--- src/rtl/alu_shift_sequencer.sv ---
// Multi-cycle left-shift sequencer: shift-by-4 passes first, then shift-by-1 passes.
// Optional sticky shifted-out-one flag enabled by defining ALU_SHIFT_STICKY_EN.
module alu_shift_sequencer #(
    parameter int N  = 16,
    parameter int AW = 5
) (
    input  logic          clk,
    input  logic          rstb,
    input  logic          in_valid,
    output logic          in_ready,
    input  logic [N-1:0]  in_a,
    input  logic [AW-1:0] in_amt,
    output logic          out_valid,
    input  logic          out_ready,
    output logic [N-1:0]  out_z,
    output logic          out_ovf
);

    // Counter must hold both the raw amount and the clamp value N.
    localparam int CW = ($clog2(N + 1) > AW) ? $clog2(N + 1) : AW;

    typedef enum logic [1:0] {
        IDLE   = 2'd0,
        SHIFT4 = 2'd1,
        SHIFT1 = 2'd2,
        DONE   = 2'd3
    } state_t;

    state_t          state_r;
    state_t          state_nxt_s;
    logic [N-1:0]    reg_r;
    logic [N-1:0]    reg_nxt_s;
    logic [CW-1:0]   cnt_r;
    logic [CW-1:0]   cnt_nxt_s;
    logic [CW-1:0]   amt_ext_s;
    logic [CW-1:0]   amt_clamp_s;

    // Largest remaining step decides where the sequencer goes next.
    function automatic state_t route(input logic [CW-1:0] c);
        if (c >= CW'(4)) begin
            route = SHIFT4;
        end else if (c != {CW{1'b0}}) begin
            route = SHIFT1;
        end else begin
            route = DONE;
        end
    endfunction

    // Clamp the requested amount to the datapath width.
    always_comb begin
        amt_ext_s = CW'(in_amt);
        if (amt_ext_s >= CW'(N)) begin
            amt_clamp_s = CW'(N);
        end else begin
            amt_clamp_s = amt_ext_s;
        end
    end

`ifdef ALU_SHIFT_STICKY_EN
    logic ovf_r;
    logic ovf_nxt_s;
`endif

    // Next-state and datapath update.
    always_comb begin
        state_nxt_s = state_r;
        reg_nxt_s   = reg_r;
        cnt_nxt_s   = cnt_r;
`ifdef ALU_SHIFT_STICKY_EN
        ovf_nxt_s   = ovf_r;
`endif
        case (state_r)
            IDLE: begin
                if (in_valid) begin
                    reg_nxt_s   = in_a;
                    cnt_nxt_s   = amt_clamp_s;
                    state_nxt_s = route(amt_clamp_s);
`ifdef ALU_SHIFT_STICKY_EN
                    ovf_nxt_s   = 1'b0;
`endif
                end else begin
                    state_nxt_s = IDLE;
                end
            end
            SHIFT4: begin
                reg_nxt_s   = reg_r << 4;
                cnt_nxt_s   = cnt_r - CW'(4);
                state_nxt_s = route(cnt_r - CW'(4));
`ifdef ALU_SHIFT_STICKY_EN
                ovf_nxt_s   = ovf_r | (|reg_r[N-1:N-4]);
`endif
            end
            SHIFT1: begin
                reg_nxt_s   = reg_r << 1;
                cnt_nxt_s   = cnt_r - CW'(1);
                state_nxt_s = route(cnt_r - CW'(1));
`ifdef ALU_SHIFT_STICKY_EN
                ovf_nxt_s   = ovf_r | reg_r[N-1];
`endif
            end
            DONE: begin
                if (out_ready) begin
                    state_nxt_s = IDLE;
                end else begin
                    state_nxt_s = DONE;
                end
            end
            default: begin
                state_nxt_s = IDLE;
            end
        endcase
    end

    // State and datapath registers.
    always_ff @(posedge clk or negedge rstb) begin
        if (!rstb) begin
            state_r <= IDLE;
            reg_r   <= {N{1'b0}};
            cnt_r   <= {CW{1'b0}};
        end else begin
            state_r <= state_nxt_s;
            reg_r   <= reg_nxt_s;
            cnt_r   <= cnt_nxt_s;
        end
    end

`ifdef ALU_SHIFT_STICKY_EN
    // Sticky shifted-out flag register.
    always_ff @(posedge clk or negedge rstb) begin
        if (!rstb) begin
            ovf_r <= 1'b0;
        end else begin
            ovf_r <= ovf_nxt_s;
        end
    end
    assign out_ovf = ovf_r;
`else
    assign out_ovf = 1'b0;
`endif

    assign out_z     = reg_r;
    assign in_ready  = (state_r == IDLE);
    assign out_valid = (state_r == DONE);

endmodule

--- config.mk ---
export PLATFORM = sky130hd
export DESIGN_NAME = alu_shift_sequencer
export DESIGN_NICKNAME = d
export VERILOG_FILES = /design/src/rtl/alu_shift_sequencer.sv
export SDC_FILE = /design/constraint.sdc
export NUM_CORES = 1
export LEC_CHECK = 0
export BUFFER_PORTS_ARGS = -buffer_cell sky130_fd_sc_hd__buf_4
export CAP_MARGIN = 15
export CELL_PAD_IN_SITES_DETAIL_PLACEMENT = 0
export CELL_PAD_IN_SITES_GLOBAL_PLACEMENT = 2
export CORE_UTILIZATION = 29
export CTS_BUF_LIST = sky130_fd_sc_hd__clkbuf_4 sky130_fd_sc_hd__clkbuf_8 sky130_fd_sc_hd__clkbuf_16
export DETAILED_ROUTE_END_ITERATION = 10
export MAX_ROUTING_LAYER = met4
export PLACE_DENSITY = 0.86
export SYNTH_ARGS = -nofsm -noshare
export SYNTH_HDL_FRONTEND = slang
export SYNTH_SLANG_ARGS = --single-unit
--- constraint.sdc ---
create_clock -name clk -period 2.15 [get_ports clk]
set_input_delay 0.645 -clock clk [delete_from_list [all_inputs] [get_ports clk]]
set_output_delay 0.645 -clock clk [all_outputs]
set_load 0.02 [all_outputs]
; ---- Word level (Yosys, flattened, before mapping)
; Index checks and enable logic that the tools add are counted.
[classes]
n_addsub = 2
magnitude_cmp = 4
multipliers = 0
n_shift = 0
muxes = 14
reduce_logical = 6
eq_ne = 4
n_bitwise = 0
n_div = 0
[ops]
columns = operator, n
row1 = $pmux W16 S3, 1
row2 = $mux W16, 1
row3 = $ge A5 B3 Y1 const B, 3
row4 = $pmux W5 S3, 1
row5 = $reduce_bool A5 Y1, 3
row6 = $mux W2, 5
row7 = $mux W5, 2
row8 = $pmux W2 S4, 1
row9 = $ge A5 B5 Y1 const B, 1
row10 = $sub A5 B1 Y5 const B, 1
row11 = $sub A5 B3 Y5 const B, 1
row12 = $eq A2 B2 Y1 const B, 2
row13 = $mux W1, 3
row14 = $reduce_bool A3 Y1, 1
row15 = $eq A2 B1 Y1 const B, 1
row16 = $logic_not A2 Y1, 1
row17 = $ne A2 B2 Y1 const B, 1
row18 = $reduce_and A2 Y1, 1
[totals]
rom_bits = 0
ramBits = 0
in_bits = 25
memories = 0
latch_bits = 0
wordCells = 33
regBits = 23

; ---- Depth between registers and ports, before layout
[depth]
depth_word = 7
mapped_depth = 7

; ---- Worst setup path before layout
; OpenSTA, ideal clock, no wires.
[synth_timing]
path_kind = flip-flop to flip-flop
start = register cnt_r[2]
end = register state_r[0]
setup_slack_ns = 0.636
arrival_time_ns = 1.379
period_less_slack_ns = 1.514
path_stages_with_launch = 7
path_cell_list = dfrtp_1 inv_1 ha_1 xnor2_1 nand4_1 a211oi_1 o32ai_1
[synth_via]
elab_chain_len = 5
word_cells_on_any_way = 11
classes_between = add/sub: 2 / order compare: 2 / mux: 5 / reduce/logical: 2
[synth_lines]
columns = item, line
row1 = "start, declared", 33  ; logic [CW-1:0] cnt_r;
row2 = "start signal, assigned", 119  ; cnt_r <= {CW{1'b0}};
row3 = "start signal, assigned", 123  ; cnt_r <= cnt_nxt_s;
row4 = branches (longest 4 deep; another with $sub A5 B1 Y5), n/a
row5 = $pmux W2 S4 (*), 72  ; case (state_r)
row6 = named net state_nxt_s[0], 30  ; state_t state_nxt_s;
row7 = "end signal, assigned", 121  ; state_r <= state_nxt_s;
row8 = "end, declared", 29  ; state_t state_r;
; Mark *: on every way through the listed nets, which the timed path passes.
; A chain may end at the register's enable or synchronous reset.

; ---- Worst setup path in the final report
[layout_timing]
start = register state_r[0]
end = output port in_ready
[layout_via]
elab_chain_len = 1
[layout_lines]
columns = item, line
row1 = $logic_not A2 Y1, 142  ; assign in_ready = (state_r == IDLE);
row2 = "end, declared", 10  ; output logic in_ready,
; Every way passes these cells.

==> metrics.csv <==
metric,value,unit
run_status,"complete, no violations",
num_antenna_cells,0,
endpoint_kind,output pin,
post_drt_wl_per_cell,13.0,um
rsz0062_at_grt,false,
dp_hpwl,2.77,mm
clk_latency,260,ps
synth_flop_cell,dfrtp_1,
sw_frac_of_total,0.492,
power_density,1630,mW/mm^2
io_buffer_count,42,
drv_slew,0,
finalHoldViolations,0,
synth_top_cell_area_share,0.389,
seq_power_share,0.279,
die_y,73.5,um
fin_skew,2.27,ps
syn-num-nets,215,
io_pins,44,
drc,0,
drive_gt1_frac,0.239,
stdcell_count,285,
crit_type,reg -> out,
drt-total-wl,3.70,mm
yosysWarnings,0,
reg2reg_slack,360,ps
ir_worst_vdd,416,uV
clk_pin_slew_worst_paths,90,ps
cp.arrival,1250,ps
grt_pass1_vias,1277,
synth_async_sr_flop_share,1.00,
crit_fanout,6,
power_switching,1.53,mW
syn_area,0.00148,sq mm
p_comb_frac,0.632,
die_w,73.5,um
max_stage_delay,420,ps
dp_cells,281,
ys_seq_area_frac,0.389,
layout_common_cells,"buf_4 (47), o21ai_0 (36), nand2_1 (31), dfrtp_1 (23)",
cp.required,1500,ps
initial_core_util,0.308,
critPathTopFamily,flip-flops,
setup_tns,0,ps
worstSetupStartpointType,flip-flop,
clkSinkCount,23,
core_area,0.00482,sq mm
yosys_register_bits,23,
grt_max_degree,32,
vias,1377,
routed_via_density,4.83,
grt_overflow,0,
grt_pass1_wl,5.93,mm
synth_area_leader_cell,dfrtp_1,
clkPwrFrac,0.089,
synth_area_leaders,"dfrtp_1 (39%), o21ai_0 (12%), ha_1 (8.4%), nand2_1 (7.9%), a22oi_1 (6.1%)",
dieArea,0.00540,sq mm
nets,254,
ys_types,32,
layout_commonest_cell,buf_4,
cts_tree,yes,
min_period_over_period,0.880,
path_cells,inv_1 > ha_1 > buf_4,
drt_first_pass_iters,4,
htreeDepth,1,
clock_path_buffers,2,
fin_area,0.00190,sq mm
path_buf_inv,2,
finalCriticalPeriod,1890,ps
synth-edff-count,0,
syn_inst,180,
max_clock_freq,0.528,GHz
p_leak,0.874,nW
clockRootBuffer,clkbuf_8,
place.gp.congestion,0.799,
cts_resized,0,
slowest_stage,dfrtp_1,
area_growth,28.3,%
hold_buffers,0,
postCtsSetupBuffers,0,
cap_viol_max_count,0,
syn_avg_cell_area,8.23,sq um
grt.total_usage,0.146,
min_path_type,in -> async,
fp-row-count,25,
ant_nets,0,
antenna_found_initial,0,
placedInstanceArea,0.00185,sq mm
setup-violations-final,0,
p_int,1.58,mW
drtIter0Drc,45,
cts_buffers,3,
## path summary, 6_finish.rpt
| path | start | end | cells after the start |
|---|---|---|---|
| max | state_r[0] | in_ready | 3 |
| min | rstb | out_z[14] | 1 |
| max reg2reg | cnt_r[2] | state_r[0] | 6 |
| min reg2reg | out_z[15] | out_z[15] | 2 |
| max in group asynchronous | rstb | cnt_r[1] | 1 |
| min in group clk | out_z[15] | out_z[15] | 2 |
## power by group through the flow
stage / clock (mW) / sequential, mW / combinational [mW]
after floorplan: 0 / 0.988 / 1.25
after global placement: 0 / 0.878 / 1.97
after detailed placement: 0 / 0.877 / 1.98
after CTS: 0.285 / 0.868 / 1.99
after global routing: 0.304 / 0.897 / 2.24
final: 0.276 / 0.865 / 1.96
## synth_stat cells (3+ instances only)
library cell / number
o21ai_0: 36
nand2_1: 31
dfrtp_1: 23
a22oi_1: 12
inv_1: 12
ha_1: 10
buf_2: 9
a31oi_1: 5
nor3_1: 5
nor2b_1: 4
a211oi_1: 3
a21oi_1: 3
clkbuf_1: 3
## worst reg2reg max path: cells and delay by family (launching register included)
family	cells	cell delay, ps
buffers and inverters	1	120
flip-flops	1	520
XOR/XNOR	1	240
AO/OA/AOI/OAI	2	390
adder cells (fa/ha/maj)	1	270
AND/OR/NAND/NOR	1	160
## state kept, by name, summed over array words and instances (netlist names)
signal	cells
state_r	2
cnt_r	5
out_z	16
## logic make-up after synthesis
kind of cell / after synthesis / synth area share
fa+ha+maj: 10 / 0.0845
compound gates: 70 / 0.287
simple gates: 49 / 0.152
other cells: 1 / 0.00253
buf+inv: 25 / 0.0735
xor+xnor: 2 / 0.0118
flops: 23 / 0.389
## per-stage QoR
| step | total power [mW] | setup WS, ps | utilization | hold slack [ps] |
|---|---|---|---|---|
| final | 3.10 | 257 | 0.395 | 259 |
| after global routing | 3.44 | 164 | 0.395 | 280 |
| after CTS | 3.14 | 242 | 0.395 | 272 |
| after detailed placement | 2.86 | 411 | 0.385 | 473 |
| after global placement | 2.85 | 415 | 0.385 | 466 |
| after floorplan | 2.24 | 636 | - | 349 |
## layout make-up
class                   instances  area (sq um)
clock buffers                   3          41.3
clock inverters                 1          5.00
fillers                       534          2920
inverters                      12          45.0
multi-input cells             132           797
flip-flops and latches         23           576
well taps                      67          83.8
repair buffers                 47           353
## routing by layer
metal  vias up  track usage  wire length [um]
met4         0       0.0385                25
li1        711            -                 -
met1       635        0.194              1800
met3         2       0.0165               106
met5         -            -                 0
met2        29        0.234              1760
Power figures use the tool's default switching activity.
